--- src/rtl/alu_sequencer.sv ---
// alu_sequencer: steps a downstream 2-bit ALU through operand A, operand B and
// select loads driven by a debounced-level load input, then captures the result.
module alu_sequencer (
    input  logic       CLK,
    input  logic       RST,
    input  logic       LD,
    input  logic       CLR,
    input  logic [1:0] SW,
    input  logic [3:0] ALU_O,
    output logic [1:0] A,
    output logic [1:0] B,
    output logic [1:0] S,
    output logic [3:0] R,
    output logic       VALID,
    output logic [3:0] CNT,
    output logic [2:0] STATE
);

    localparam int unsigned OPW  = 2;
    localparam int unsigned RESW = 4;
    localparam int unsigned CNTW = 4;
    localparam int unsigned STW  = 3;

    typedef enum logic [STW-1:0] {
        IDLE  = 3'd0,
        GOT_A = 3'd1,
        GOT_B = 3'd2,
        EXEC  = 3'd3,
        DONE  = 3'd4
    } state_e;

    state_e            state_q, state_d;
    logic [OPW-1:0]    a_q, a_d;
    logic [OPW-1:0]    b_q, b_d;
    logic [OPW-1:0]    s_q, s_d;
    logic [RESW-1:0]   r_q, r_d;
    logic              valid_q, valid_d;
    logic [CNTW-1:0]   cnt_q, cnt_d;
    logic              ld_s1_q, ld_s2_q;
    logic              step;

    // Two-flop synchronizer for the asynchronous load level; CLR leaves it alone.
    always_ff @(posedge CLK or posedge RST) begin
        if (RST) begin
            ld_s1_q <= 1'b0;
            ld_s2_q <= 1'b0;
        end else begin
            ld_s1_q <= LD;
            ld_s2_q <= ld_s1_q;
        end
    end

    // One-cycle step pulse per synchronized rising edge of LD.
    assign step = ld_s1_q & ~ld_s2_q;

    // State and datapath registers.
    always_ff @(posedge CLK or posedge RST) begin
        if (RST) begin
            state_q <= IDLE;
            a_q     <= '0;
            b_q     <= '0;
            s_q     <= '0;
            r_q     <= '0;
            valid_q <= 1'b0;
            cnt_q   <= '0;
        end else begin
            state_q <= state_d;
            a_q     <= a_d;
            b_q     <= b_d;
            s_q     <= s_d;
            r_q     <= r_d;
            valid_q <= valid_d;
            cnt_q   <= cnt_d;
        end
    end

    // Next-state and datapath updates; clear overrides any pending step.
    always_comb begin
        state_d = state_q;
        a_d     = a_q;
        b_d     = b_q;
        s_d     = s_q;
        r_d     = r_q;
        valid_d = valid_q;
        cnt_d   = cnt_q;
        if (CLR) begin
            state_d = IDLE;
            a_d     = '0;
            b_d     = '0;
            s_d     = '0;
            r_d     = '0;
            valid_d = 1'b0;
        end else begin
            case (state_q)
                IDLE: begin
                    if (step) begin
                        a_d     = SW;
                        state_d = GOT_A;
                    end
                end
                GOT_A: begin
                    if (step) begin
                        b_d     = SW;
                        state_d = GOT_B;
                    end
                end
                GOT_B: begin
                    if (step) begin
                        s_d     = SW;
                        state_d = EXEC;
                    end
                end
                EXEC: begin
                    // ALU has had a full cycle with the new select; capture it.
                    r_d     = ALU_O;
                    valid_d = 1'b1;
                    cnt_d   = cnt_q + CNTW'(1);
                    state_d = DONE;
                end
                DONE: begin
                    if (step) begin
                        a_d     = SW;
                        valid_d = 1'b0;
                        state_d = GOT_A;
                    end
                end
                default: state_d = IDLE;
            endcase
        end
    end

    assign A     = a_q;
    assign B     = b_q;
    assign S     = s_q;
    assign R     = r_q;
    assign VALID = valid_q;
    assign CNT   = cnt_q;
    assign STATE = STW'(state_q);

endmodule

--- config.mk ---
export PLATFORM = sky130hd
export DESIGN_NAME = alu_sequencer
export DESIGN_NICKNAME = d
export VERILOG_FILES = /design/src/rtl/alu_sequencer.sv
export SDC_FILE = /design/constraint.sdc
export NUM_CORES = 1
export LEC_CHECK = 0
export ABC_CLOCK_PERIOD_IN_PS = 1300
export BUFFER_PORTS_ARGS = -buffer_cell sky130_fd_sc_hd__clkbuf_2
export CORE_MARGIN = 3
export CORE_UTILIZATION = 44
export CTS_CLUSTER_DIAMETER = 40
export CTS_CLUSTER_SIZE = 10
export DETAILED_ROUTE_END_ITERATION = 16
export HOLD_SLACK_MARGIN = 0.15
export PLACE_DENSITY = 0.83
export RECOVER_POWER = 25
export SLEW_MARGIN = 20
export SYNTH_ARGS = -nofsm -noshare
export SYNTH_HDL_FRONTEND = slang
export SYNTH_SLANG_ARGS = --single-unit
--- constraint.sdc ---
create_clock -name CLK -period 1.3 [get_ports CLK]
set_input_delay 0.13 -clock CLK [delete_from_list [all_inputs] [get_ports CLK]]
set_output_delay 0.13 -clock CLK [all_outputs]
set_load 0.005 [all_outputs]
# == Yosys cells after proc, flatten, opt, wreduce, memory -nomap -nowiden ==
# Cells that the tools add are included.
# word_totals
register_bits,20
inputBits,10
# classes
n_reduce_logical,14
n_mux,17
add_sub_neg,1
eq_ne,8
bitwise,3
# ops
operator,n
2-bit two-way mux,7
3-bit two-way mux,4
3-bit case mux with 4 select lines,1
2-bit AND reduction,5
2-bit nonzero test,5
"3-bit != test, second input constant",3
4-bit two-way mux,2
"3-bit by 2-bit == test with 1-bit output, second input constant",2
"4-bit by 1-bit adder with 4-bit output, second input constant",1
"3-bit by 1-bit == test with 1-bit output, second input constant",1
"3-bit == test, second input constant",1
3-bit zero test,1
"3-bit by 1-bit != test with 1-bit output, second input constant",1
3-bit AND reduction,1
3-bit nonzero test,1
1-bit two-way mux,2
1-bit NOT,2
1-bit case mux with 2 select lines,1
2-bit OR reduction,1
1-bit bitwise AND,1

# == Depth between registers and ports, before layout ==
# Gate-level depths: netlist (run 1).
# logic_depth
ltp_word,5
ltp_mapped,4
mapped_depth_nobuf,3

# == Least setup slack after synthesis (run 1) ==
# No wires, ideal clock.
# synth_path
path_kind,flip-flop to flip-flop
startpoint,"register state_q[1], in the netlist STATE[1]"
endpoint,"register a_q[0], in the netlist A[0]"
slack_ps,22
n_path_buf,1
setup_ps,132
arrival_ps,1146
path_stages_with_launch,5
path_cell_list,dfrtp_1 buf_2 nor4b_2 mux2i_1 nor2_1
# synth_via
elab_chain_len,4
elab_cells_between_ends,5
# synth_rtl
element,line,text
start: declaration,32,"state_e state_q, state_d;"
start signal: assignment,67,state_q <= state_d;
3-bit == test / 3-bit zero test (equally long branches),94,case (state_q)
2-bit OR reduction (no source line) *,--,
2-bit nonzero test (no source line) *,--,
2-bit AND reduction (no source line) *,--,
end signal: assignment,60,a_q <= '0;
end signal: assignment,68,a_q <= a_d;
end: declaration,33,"logic [OPW-1:0] a_q, a_d;"
# Mark *: on every way between the ends. The rest lies on a longest branch, timed or not.
# A chain may end at the register's enable or synchronous reset.

# == Worst setup path after layout (run 1) ==
# layout_path
startpoint,"register state_q[0], in the netlist STATE[0]"
endpoint,"register b_q[1], in the netlist B[1]"
# layout_via
elab_chain_len,3
# layout_rtl
element,line,text
3-bit by 1-bit == test with 1-bit output,94,
2-bit nonzero test (no source line),--,
2-bit AND reduction (no source line),--,
end signal: assignment,61,b_q <= '0;
end signal: assignment,69,b_q <= b_d;
end: declaration,34,"logic [OPW-1:0] b_q, b_d;"
# Every way passes these cells.

==> summary by stage, run 1 <==
Setup path
The required time of the critical path is 1.52 ns. In this run the critical register-to-register path is captured at B[1]$_DFFE_PP0P_. The worst setup path is launched from a register. The cell family contributing the most delay on the critical path is simple AND/OR/NAND/NOR gates. The internal reg-to-reg setup slack is -0.06 ns. The arrival time at the worst endpoint is 1.59 ns. The number of cells on the worst reg-to-reg path is 3. For this run, the slowest stage of the critical path takes 0.50 ns.

The highest-delay cell along the critical path is dfrtp_2. The worst setup path is captured at a register. The startpoint identified for the worst register-to-register timing path is STATE[0]$_DFFE_PP0P_. The type of the worst setup path is reg -> reg. The critical path contains buffers and inverters numbering 0 combined.

Along the worst path, the maximum fanout reaches 8. The critical path goes through and2b_1, or3b_4, mux2i_1.

Global route
The wire length of the first global-routing pass is 3860 um. The initial antenna violation count is 0. The pin count of the biggest net entering global routing is 21. The via count of the first global-routing pass is 818.

Global routing finished with a remaining overflow of 0. The all-layer global routing usage is 20.9%.

Synth
Synthesis produced 71 cells. The number of distinct library cells after synthesis is 25. Sequential cells were found to cover 56.3% of the synthesized design area.

The average instance in the mapped netlist occupies 12.5 sq um. The number of warnings reported in the yosys synthesis log is 0. The number of flip-flops and latches in the synthesized netlist is 20. Synthesis produced a netlist with a net count of 82.

The post-synth design cell area is 890 sq um.

Worst hold path
The worst hold path was traced through 3 stages. For hold timing, the worst endpoint is STATE[1]$_DFFE_PP0P_. The worst hold path belongs to the class in -> reg.

The startpoint identified for the worst hold timing path is CLR.

Finish
The relative area change from synthesis to final layout is 47.3%. 0 antenna diodes ended up in the layout. The net count of the finished layout is 132. The multi-input combinational cells in the finished layout cover a total of 427 sq um. The fill cell instance count of the final layout is 123. Of the cells placed in the final design, the portion with a size suffix greater than 1 is 47.9%. Excluding fillers, the count of instances in the completed layout stands at 144. The sequential standard cell area is 504 sq um. Summing all non-filler instances in the final layout gives an area of 1310 sq um.

CTS
Counting the buffers created by CTS gives 3. Clock latency on the worst-skew pair, taken at its later pin, is 0.30 ns. The clock tree from TritonCTS is built.

Counting along the longest clock path gives a buffer depth of 2. The clock net sink count is 20. After clock tree synthesis, the clock-pin slew on the worst setup and hold paths is 0.11 ns. In this run the number of H-tree levels came out at 1. The master cell of the clock root buffer is clkbuf_4.

Timing
Once routing completed, OpenROAD measured the worst setup slack at -0.0620 ns. The fmax is 734 MHz. Setup violations remaining at the end of the flow were counted as 9. The number of endpoints with negative hold slack in the final report is 0.

The worst pin sits at a relative slew slack of 68.0%. Setup repair after global routing could not meet its margin everywhere. Across the routed clock network, the largest skew measured is 0.00176 ns. The number of pins exceeding their max-slew limit in the final report is 0.

The clock period minus worst slack is 1.36 ns. For the pin with the worst max-slew slack, the measured transition is 0.480 ns. The final critical-path share of the clock period is 105%.

Floorplan
The die is 51.0 um wide. Once the floorplan was initialized, standard cells occupied 48.9% of the core. The number of top-level pins is 28.

The placeable core area is 1820 sq um. The row count is 15. The die covers 2600 sq um. The die extent in y is 51.0 um.

Power
The power density over the cells is 838 nW/um^2. The peak supply drop is 0.000689 V. In this run the static leakage power is 0.662 nW.

Routing
After detailed routing, the number of vias per cell comes to 5.25. The DRC marker count from the first detailed-route iteration is 8. The total vias in the final route is 756.

The final layout contains routed wiring with a total length of 2340 um. The first detailed-routing pass ran for 4 iterations. The routed wire length per instance is 16.3 um. The DRC violation count after routing is 0. The post-route antenna net violation count is 0.

Placement
Counting tap cells, the placed design contains a total of 127 instances. At the end of routability-driven placement, the weighted congestion stood at 0.798. The worst setup slack after placement is -0.0450 ns. Input and output buffers added on the ports amount to 27. The estimated wirelength of the detail-placed design is 1470 um. The placed standard-cell area is 1090 sq um.

Status
The checks that failed: setup timing. The flow ran to the end, but the final reports show violations.

Job
The max-capacitance violation count is 0.
## cells in the final DEF (no fill, tap or decap), drive strengths merged, types with 3 or more instances in the layout
master / n
dlygate4sd3: 8
nor2: 6
nand2b: 8
a21oi: 4
or3b: 3
dfrtp: 20
clkbuf: 31
buf: 12
mux2i: 10
## final cells by class
type | instances | area share [%]
timing repair buffer | 48 | 24.5
tap | 25 | 2.39
clock buffer | 3 | 1.72
multi-input combinational | 47 | 32.6
sequential | 20 | 38.5
inverter | 1 | 0.287
## logic make-up after synthesis
group                      synth area share [%]
buffers and inverters                      2.25
adders and majority gates                  1.41
DFF                                        56.3
AOI/OAI and AO/OA                          4.36
xor gates and xnor gates                   2.95
muxes                                      12.5
and+or+nand+nor                            20.3
## synth_stat cells (all sizes together)
cell      n  area (sq um)
a211o     1          8.76
a21oi     4          20.0
and2b     1          7.51
and4bb    1          12.5
buf       2          12.5
clkbuf    1          3.75
dfrtp    20           500
ha        1          12.5
inv       1          3.75
mux2      1          11.3
mux2i    10           100
nand2     1          3.75
nand2b    8          50.1
nand3b    1          7.51
nand4     1          6.26
nand4bb   1          11.3
nor2      6          22.5
nor4b     2          30.0
o21ai     2          10.0
or3b      3          28.8
xnor2     2          17.5
xor2      1          8.76
## worst min-delay path, delay by kind of cell
kind                   cells  cell delay (ns)
AO/OA/AOI/OAI              1             0.06
buffers and inverters      2             0.31
## timing repair
action,in CTS,in global routing
hold buffers,8,0
setup buffers,4,2
pin swaps,1,3
cloned,0,0
resized for setup,8,8
hold endpoints to repair,31,0
setup endpoints to repair,11,14
## per-layer routing
| metal | up-vias | wire length (um) | global-route usage [%] |
|---|---|---|---|
| met4 | 0 | 85 | 17.0 |
| met2 | 24 | 1210 | 35.6 |
| met1 | 380 | 963 | 22.0 |
| met3 | 9 | 90 | 4.37 |
| li1 | 343 | - | - |
| met5 | - | 0 | 0 |
## sequential cells by signal (all words and copies together), names as in the netlist
register	flops
R	4
S	2
STATE	3
A	2
B	2
CNT	4
ld_s1_q	1
VALID	1
ld_s2_q	1
## power by group
group	internal [mW]	total, mW	leakage [nW]	switching [mW]
combinational	0.0785	0.141	0.381	0.0622
clock	0.108	0.291	0.0138	0.183
sequential	0.640	0.666	0.268	0.0262
total	0.827	1.10	0.662	0.271
## how the worst max path moves through the flow
stage                                    start                    to  cells past startpoint
final                     STATE[0]$_DFFE_PP0P_      B[1]$_DFFE_PP0P_                      3
after global routing      STATE[0]$_DFFE_PP0P_  STATE[1]$_DFFE_PP0P_                      3
after CTS                    ld_s2_q$_DFF_PP0_      S[0]$_DFFE_PP0P_                      4
after detailed placement     ld_s2_q$_DFF_PP0_      S[0]$_DFFE_PP0P_                      4
after global placement    STATE[0]$_DFFE_PP0P_      B[1]$_DFFE_PP0P_                      3
after floorplan           STATE[1]$_DFFE_PP0P_      A[0]$_DFFE_PP0P_                      4
## through the flow
stage          util, %  TNS [ns]  total power, mW  hold slack [ns]
2_1_floorplan        -         0            0.724           0.0938
3_3_place_gp      60.0         0            0.771            0.141
3_5_place_dp      60.0    -0.197            0.781            0.145
4_1_cts           69.1   -0.0243             1.09            0.194
5_1_grt           72.0    -0.819             1.16            0.231
6_report          72.0    -0.191             1.10            0.222
No activity file was read; power rests on OpenSTA's default activity.
==> run 2: changes to the inputs <==
--- a/config.mk
+++ b/config.mk
@@ -8,12 +8,12 @@
 export ABC_CLOCK_PERIOD_IN_PS = 1300
 export BUFFER_PORTS_ARGS = -buffer_cell sky130_fd_sc_hd__clkbuf_2
 export CORE_MARGIN = 3
-export CORE_UTILIZATION = 44
+export CORE_UTILIZATION = 25
 export CTS_CLUSTER_DIAMETER = 40
 export CTS_CLUSTER_SIZE = 10
 export DETAILED_ROUTE_END_ITERATION = 16
 export HOLD_SLACK_MARGIN = 0.15
-export PLACE_DENSITY = 0.83
+export PLACE_DENSITY = 0.57
 export RECOVER_POWER = 25
 export SLEW_MARGIN = 20
 export SYNTH_ARGS = -nofsm -noshare
==> run 2 against run 1 <==
Compared with the run above:
- the flow still finishes with violations (setup timing)
- fmax is 2.4% higher
- global-route usage down 11 points
- critical path depth stayed put
- register-to-register slack improved by 0.03 ns
- sequential share of layout area increased by 0.96 points
- clock power hardly changed
- combinational power decreased by 9%
- total power is 1.2% lower
- wire length down 19%
- critical path type unchanged
==> summary by stage, run 2 (same netlist as run 1, synthesis figures left out) <==
Status
The run finished, with violations left. The checks that failed: setup timing.

Floorplan
The row count is 21. The number of top-level pins is 28. The die boundary width is 65.7 um. The floorplan step defined a die boundary enclosing 4310 sq um. The starting density of the core is 26.2%. The die is 65.7 um tall. The placeable core area is 3390 sq um.

Setup path
The type of the worst setup path is reg -> reg. The critical path endpoint category is a register. Data on the critical path is required at its endpoint by 1.53 ns. The most critical setup path has its startpoint at STATE[2]$_DFFE_PP0P_.

The arrival time at the worst endpoint is 1.56 ns. The critical path endpoint is B[0]$_DFFE_PP0P_. Traced cell by cell, the critical path runs through and2b_1, or3b_4, mux2i_1. The slowest stage of the critical path is the dfrtp_2 cell. The internal reg-to-reg setup slack is -0.03 ns. The number of cell instances on the worst register-to-register path is 3. The delay of the slowest cell on the worst path is 0.46 ns. In this run the worst path has a maximum fanout of 7.

The worst setup path is launched from a register. The worst reg2reg path endpoint is B[0]$_DFFE_PP0P_. The start of the worst register-to-register path is STATE[2]$_DFFE_PP0P_.

Power
The static leakage is 0.665 nW. The power density over the cells is 851 nW/um^2. The peak supply drop is 0.000277 V. The post-route total power is 1.08 mW.

Finish
The fraction of final layout cells with drive strength greater than 1 is 43.2%. In the layout the commonest cells are clkbuf_2, dfrtp_1, buf_4. Counting the fill cells in the layout gives 347. 0 antenna diodes ended up in the layout. The final instance area is 1270 sq um.

The area growth from synthesis to layout is 43.3%. For this run, the number of standard cells in the final layout without fillers is 164. The library cell used most frequently in the layout, excluding fill and tap cells, is clkbuf_2. After the last flow step, the layout net total stands at 131.

Routing
In this run the top signal layer used is met4. For this block, the initial DRC count from the detailed router was 15. The detailed route wirelength on metal3 is 75 um. The met1 routed wirelength after detailed routing is 877 um. After detailed routing, the number of vias per cell comes to 4.27. The first-pass iteration count of the detailed router is 2. The total vias in the final route is 701. The met2 layer wire length in the routed design is 916 um. The routed wire length per instance is 11.6 um. The post-route antenna net violation count is 0.

The DRC violation count after routing is 0. The post-detailed-routing wire length is 1910 um.

Global route
The via count of the first global-routing pass is 693. The pin count of the biggest net entering global routing is 21. The wire length of the first global-routing pass is 3110 um. The all-layer global routing usage is 9.55%. The total grt overflow is 0. The initial antenna violation count is 0.

Timing
Setup repair after global routing could not meet its margin everywhere. The final worst setup slack is -0.0303 ns. The slew of the pin with the lowest slew margin is 0.500 ns.

Derived from the worst setup path, the maximum achievable clock frequency is 752 MHz. Headroom to the max-slew limit came out at 66.6%. For the finished layout, the period the worst path requires is 1.33 ns. The final setup skew is 0.00458 ns. The count of final setup violators is 3. The number of endpoints with negative hold slack in the final report was 0. After routing, the total negative slack on setup checks comes to -0.0561 ns. The final critical-path share of the clock period is 102%. The number of pins exceeding their max-slew limit in the final report is 0.

Placement
Detailed placement finished with a half-perimeter wire length of 1390 um. The number of cells in the design after placement is 150. The placed standard-cell area is 1130 sq um. The count of input and output buffers is 27. The congestion estimate from routability-driven global placement came to 0.742.

CTS
TritonCTS built the clock tree. The later pin in the worst-skew pair is clocked with a latency of 0.30 ns. Buffers inserted during clock tree synthesis total 3.

The master cell of the clock root buffer is clkbuf_4. The maximum level of the CTS H-tree is 1. No sink is reached through more buffers than the 2 on the longest clock path. Clock-pin slew was measured on the worst setup and hold paths at 0.11 ns. The clock net sink count is 20.

Worst hold path
The path class of the tightest hold or removal check is in -> reg. The startpoint of the worst hold path is CLR.

Job
The max-capacitance violation count is 0.
-- run 2: what timing repair did --
item | in CTS | in global routing
pin swaps | 0 | 2
hold endpoints to repair | 31 | 0
setup buffers | 0 | 3
endpoints found under the setup margin | 6 | 13
hold buffers | 8 | 0
resized for setup | 3 | 2
-- run 2: worst min path at each step --
stage / endpoint / slack, ns / cells past startpoint
floorplan: A[0]$_DFFE_PP0P_ / 0.09 / 1
global placement: R[3]$_DFFE_PP0P_ / 0.15 / 3
detailed placement: R[3]$_DFFE_PP0P_ / 0.16 / 3
CTS: STATE[2]$_DFFE_PP0P_ / 0.20 / 3
global route: STATE[2]$_DFFE_PP0P_ / 0.23 / 3
finish: STATE[1]$_DFFE_PP0P_ / 0.20 / 3
-- run 2: metrics by stage --
stage	utilization [%]	hold slack, ns	worst slack (ns)
detailed placement	33.4	0.161	-0.0508
global route	37.6	0.232	-0.0920
finish	37.6	0.205	-0.0303
global placement	33.4	0.151	0.00957
CTS	36.6	0.196	-0.0280
floorplan	-	0.0938	0.0223
-- run 2: worst max-delay path, delay by kind of cell, from the launching register on --
kind             cells  cell delay, ns
DFF                  1            0.46
and+or+nand+nor      2            0.63
muxes                1            0.17
-- run 2: cell type report --
| cell class | count | area (sq um) | area share (%) |
|---|---|---|---|
| sequential | 20 | 503 | 39.5 |
| multi-input combinational | 47 | 385 | 30.2 |
| timing repair buffer | 47 | 303 | 23.7 |
| tap | 46 | 57.6 | 4.51 |
| clock buffer | 3 | 22.5 | 1.77 |
| inverter | 1 | 3.75 | 0.294 |
-- run 2: per-layer routing --
metal / track usage (%) / vias to the layer above
met5: 0 / -
met2: 15.4 / 18
li1: - / 340
met4: 5.44 / 0
met1: 12.3 / 339
met3: 1.03 / 4
-- run 2: where the power goes --
group | total, mW | switching, mW | internal [mW] | leakage, nW
Combinational | 0.129 | 0.0539 | 0.0747 | 0.382
Sequential | 0.662 | 0.0226 | 0.640 | 0.269
Clock | 0.294 | 0.186 | 0.108 | 0.0138
==> run 3: changes to the inputs <==
--- a/config.mk
+++ b/config.mk
@@ -5,6 +5,7 @@
 export SDC_FILE = /design/constraint.sdc
 export NUM_CORES = 1
 export LEC_CHECK = 0
+export ABC_AREA = 1
 export ABC_CLOCK_PERIOD_IN_PS = 1300
 export BUFFER_PORTS_ARGS = -buffer_cell sky130_fd_sc_hd__clkbuf_2
 export CORE_MARGIN = 3
@@ -13,8 +14,9 @@
 export CTS_CLUSTER_SIZE = 10
 export DETAILED_ROUTE_END_ITERATION = 16
 export HOLD_SLACK_MARGIN = 0.15
-export PLACE_DENSITY = 0.57
+export PLACE_DENSITY = 0.56
 export RECOVER_POWER = 25
+export SKIP_CTS_REPAIR_TIMING = 1
 export SLEW_MARGIN = 20
 export SYNTH_ARGS = -nofsm -noshare
 export SYNTH_HDL_FRONTEND = slang
==> run 3 against run 2 <==
Compared with the run above:
- the flow now finishes without violations
- area after synthesis increased by 1.8%
- hold slack got worse by 0.060 ns
- sequential cell count unchanged
- first-iteration DRC count increased by 6.7%
- critical path depth increased by 3
- register-to-register slack improved by 0.15 ns
- clock skew decreased by 0.0010 ns
- worst setup slack improved by 0.15 ns
- sequential power increased by 5.1%
- non-clock buffer count decreased by 12
- fmax increased by 13%
- critical path type unchanged
- largest cell class unchanged
==> summary by stage, run 3 <==
Routing
The routed layout has 806 vias. Dividing the detail-routed wire length by the instance count gives 10.8 um. The DRC violation count after routing is 0. Dividing the detail-routed via count by the number of cells gives 4.29. The final layout contains routed wiring with a total length of 2020 um. After the first detailed-routing iteration, the DRC count stood at 16. The post-route antenna net violation count is 0. The first-pass iteration count of the detailed router is 4.

Finish
The fill cell instance count of the final layout is 381. The library cell used most frequently in the layout, excluding fill and tap cells, is nand2_1. The final layout contains 154 nets.

The number of diodes added for antenna fixing is 0. The post-route netlist has 27.5% of its cells at a drive strength greater than 1. Excluding fillers, the count of instances in the completed layout stands at 188. In the layout the commonest cells are nand2_1, clkbuf_2, dfrtp_1.

Relative to the synthesized area, the layout overhead comes to 32.7%.

Floorplan
The number of top-level pins is 28. Once the floorplan was initialized, standard cells occupied 26.5% of the core. The row count is 21.

The die boundary width is 66.2 um. The die is 66.2 um tall. The die covers 4380 sq um. The total area inside the core boundary comes to 3420 sq um.

Synth
Sorting the synthesized cells by area gives the leading types as dfrtp_1, nand2_1, nand3_1. The biggest area contributor in the post-synthesis netlist is dfrtp_1. Counting every net in the synthesized netlist gives 115. The top cell type by area accounts for 55.2% of the synthesized area. Yosys mapped a number of flops with a built-in enable equal to 0. For this run, asynchronously set or reset flops after synthesis account for 100%. The post-synth design cell area is 906 sq um.

The number of distinct library cells after synthesis is 17. The sequential-to-total area share from yosys stat is 55.2%. Dividing the synthesized area by the synthesized cell count gives 8.71 sq um. The gate count of the mapped netlist is 104. By count the netlist is led by nand2_1, dfrtp_1, nand3_1, inv_1, o21ai_0. The most used flip-flop cell after synthesis is dfrtp_1. Counting flops and latches in the post-synthesis netlist gives 20. For this run, the number of Yosys warnings is 0. Among all cell types in the netlist, the one instantiated most often is nand2_1.

CTS
In this run the number of H-tree levels came out at 1. After clock tree synthesis, the clock-pin slew on the worst setup and hold paths is 0.12 ns. The clock latency at the later pin of the worst-skew pair is 0.29 ns. The clock net sink count is 20.

CTS placed an instance of clkbuf_4 at the clock tree root. The number of buffers created by CTS is 3. TritonCTS built the clock tree.

The longest clock path from root to sink contains 2 buffers.

Status
The run finished with clean final reports.

Global route
The pin count of the biggest net entering global routing is 21. The via count of the first global-routing pass was 820. For this run, the total global-route usage over all layers was measured as 10.6%. The first global-routing pass estimated 3610 um of wire.

The total grt overflow is 0. The initial antenna violation count is 0.

Setup path
For the worst setup path, the data arrival time is 1.38 ns. For the worst setup path, the data required time is 1.50 ns. In this run the worst path has a maximum fanout of 9. The worst setup path is launched from a register.

The worst setup path is captured at a register. The worst setup path is of the reg -> reg kind. The internal reg-to-reg setup slack is 0.12 ns.

Power
Summed over all cells, the static leakage comes to 0.695 nW. Dividing total power by cell area gives a power density of 1020 nW/um^2. The design draws 1.22 mW. Across the VDD grid, the largest voltage drop is 0.000448 V.

Timing
The clock period minus worst slack is 1.18 ns. Setup repair after global routing left no endpoint under its margin. For the pin with the worst max-slew slack, the measured transition is 0.500 ns. In the final timing run, aggregate negative setup slack is 0 ns. The final setup skew is 0.00358 ns. Static timing analysis puts the maximum clock frequency at 849 MHz.

The final critical-path share of the clock period is 90.6%. Setup violations remaining at the end of the flow were counted as 0. The number of pins exceeding their max-slew limit in the final report is 0. The number of endpoints with negative hold slack in the final report was 0. The worst pin sits at a relative slew slack of 66.7%.

Placement
The count of input and output buffers is 27. The placer's final routability congestion estimate is 0.737. The estimated wirelength of the detail-placed design is 1520 um.

In this run, placement finished with an instance count of 177.

Worst hold path
The type of the worst min-delay path is in -> reg.

Job
The tool flagged a number of max-cap violations equal to 0.
[run 3: cell types whose count changed after synthesis, sizes merged, moves of 5 or more]
cell    previous run  this run
inv                1        16
mux2i             10         0
nand2              1        34
o21ai              2         7
nand3              0        16
nand2b             8         0
[run 3: critical path, cell delays in order, from the launching register on]
cell,delay (ns)
dfrtp_1,0.44
inv_2,0.12
nand3_4,0.14
nor2_8,0.18
inv_2,0.08
nand2_1,0.05
o21ai_1,0.05
[run 3: cell type report]
type	count	area, sq um	share of cell area [%]
repair buffers	35	210	17.5
well taps	46	57.6	4.79
multi-input cells	67	338	28.1
clock buffers	4	36.3	3.02
inverters	16	60.1	4.99
flip-flops and latches	20	500	41.6
[run 3: metrics by stage]
step                      instance area (sq um)  setup WS [ns]  utilization [%]  hold WS [ns]
after floorplan                             906          0.255                -        0.0938
after global placement                     1090          0.147             32.1         0.151
after detailed placement                   1090          0.126             32.1         0.155
after CTS                                  1130          0.101             33.1        -0.186
after global routing                       1200        0.00379             35.2         0.166
final                                      1200          0.122             35.2         0.145
[run 3: logic make-up (layout without fill, tap and decap cells)]
kind of cell,after synthesis,count (layout),share of synthesized area [%]
AND/OR/NAND/NOR,56,56,29.1
XOR/XNOR,2,2,1.93
buffers and inverters,17,55,7.87
adder cells (fa/ha/maj),1,1,1.38
AO/OA/AOI/OAI,8,8,4.42
flip-flops,20,20,55.2
[run 3: metal layers]
| layer | up-vias | wire length [um] | GRT usage (%) | share of wire (%) |
|---|---|---|---|---|
| met5 | - | 0 | 0 | 0 |
| met3 | 0 | 125 | 2.72 | 6.2 |
| li1 | 405 | - | - | - |
| met4 | 0 | 0 | 3.05 | 0 |
| met1 | 378 | 934 | 14.4 | 46 |
| met2 | 23 | 963 | 16.4 | 48 |
[run 3: where the power goes]
| part | internal [mW] | leakage [nW] | total [mW] | switching [mW] |
|---|---|---|---|---|
| Combinational | 0.0778 | 0.409 | 0.165 | 0.0873 |
| Sequential | 0.657 | 0.265 | 0.696 | 0.0396 |
| Clock | 0.171 | 0.0210 | 0.361 | 0.190 |
| Total | 0.905 | 0.695 | 1.22 | 0.317 |
[run 3: final timing paths]
path | start | endpoint | depth (start not counted)
max in group asynchronous | RST | S[1]$_DFFE_PP0P_ | 4
min reg2reg | ld_s1_q$_DFF_PP0_ | ld_s2_q$_DFF_PP0_ | 0
max reg2reg | STATE[2]$_DFFE_PP0P_ | CNT[2]$_DFFE_PP0P_ | 6
min | SW[1] | S[1]$_DFFE_PP0P_ | 5
min in group asynchronous | RST | CNT[0]$_DFFE_PP0P_ | 4
max | STATE[2]$_DFFE_PP0P_ | CNT[2]$_DFFE_PP0P_ | 6
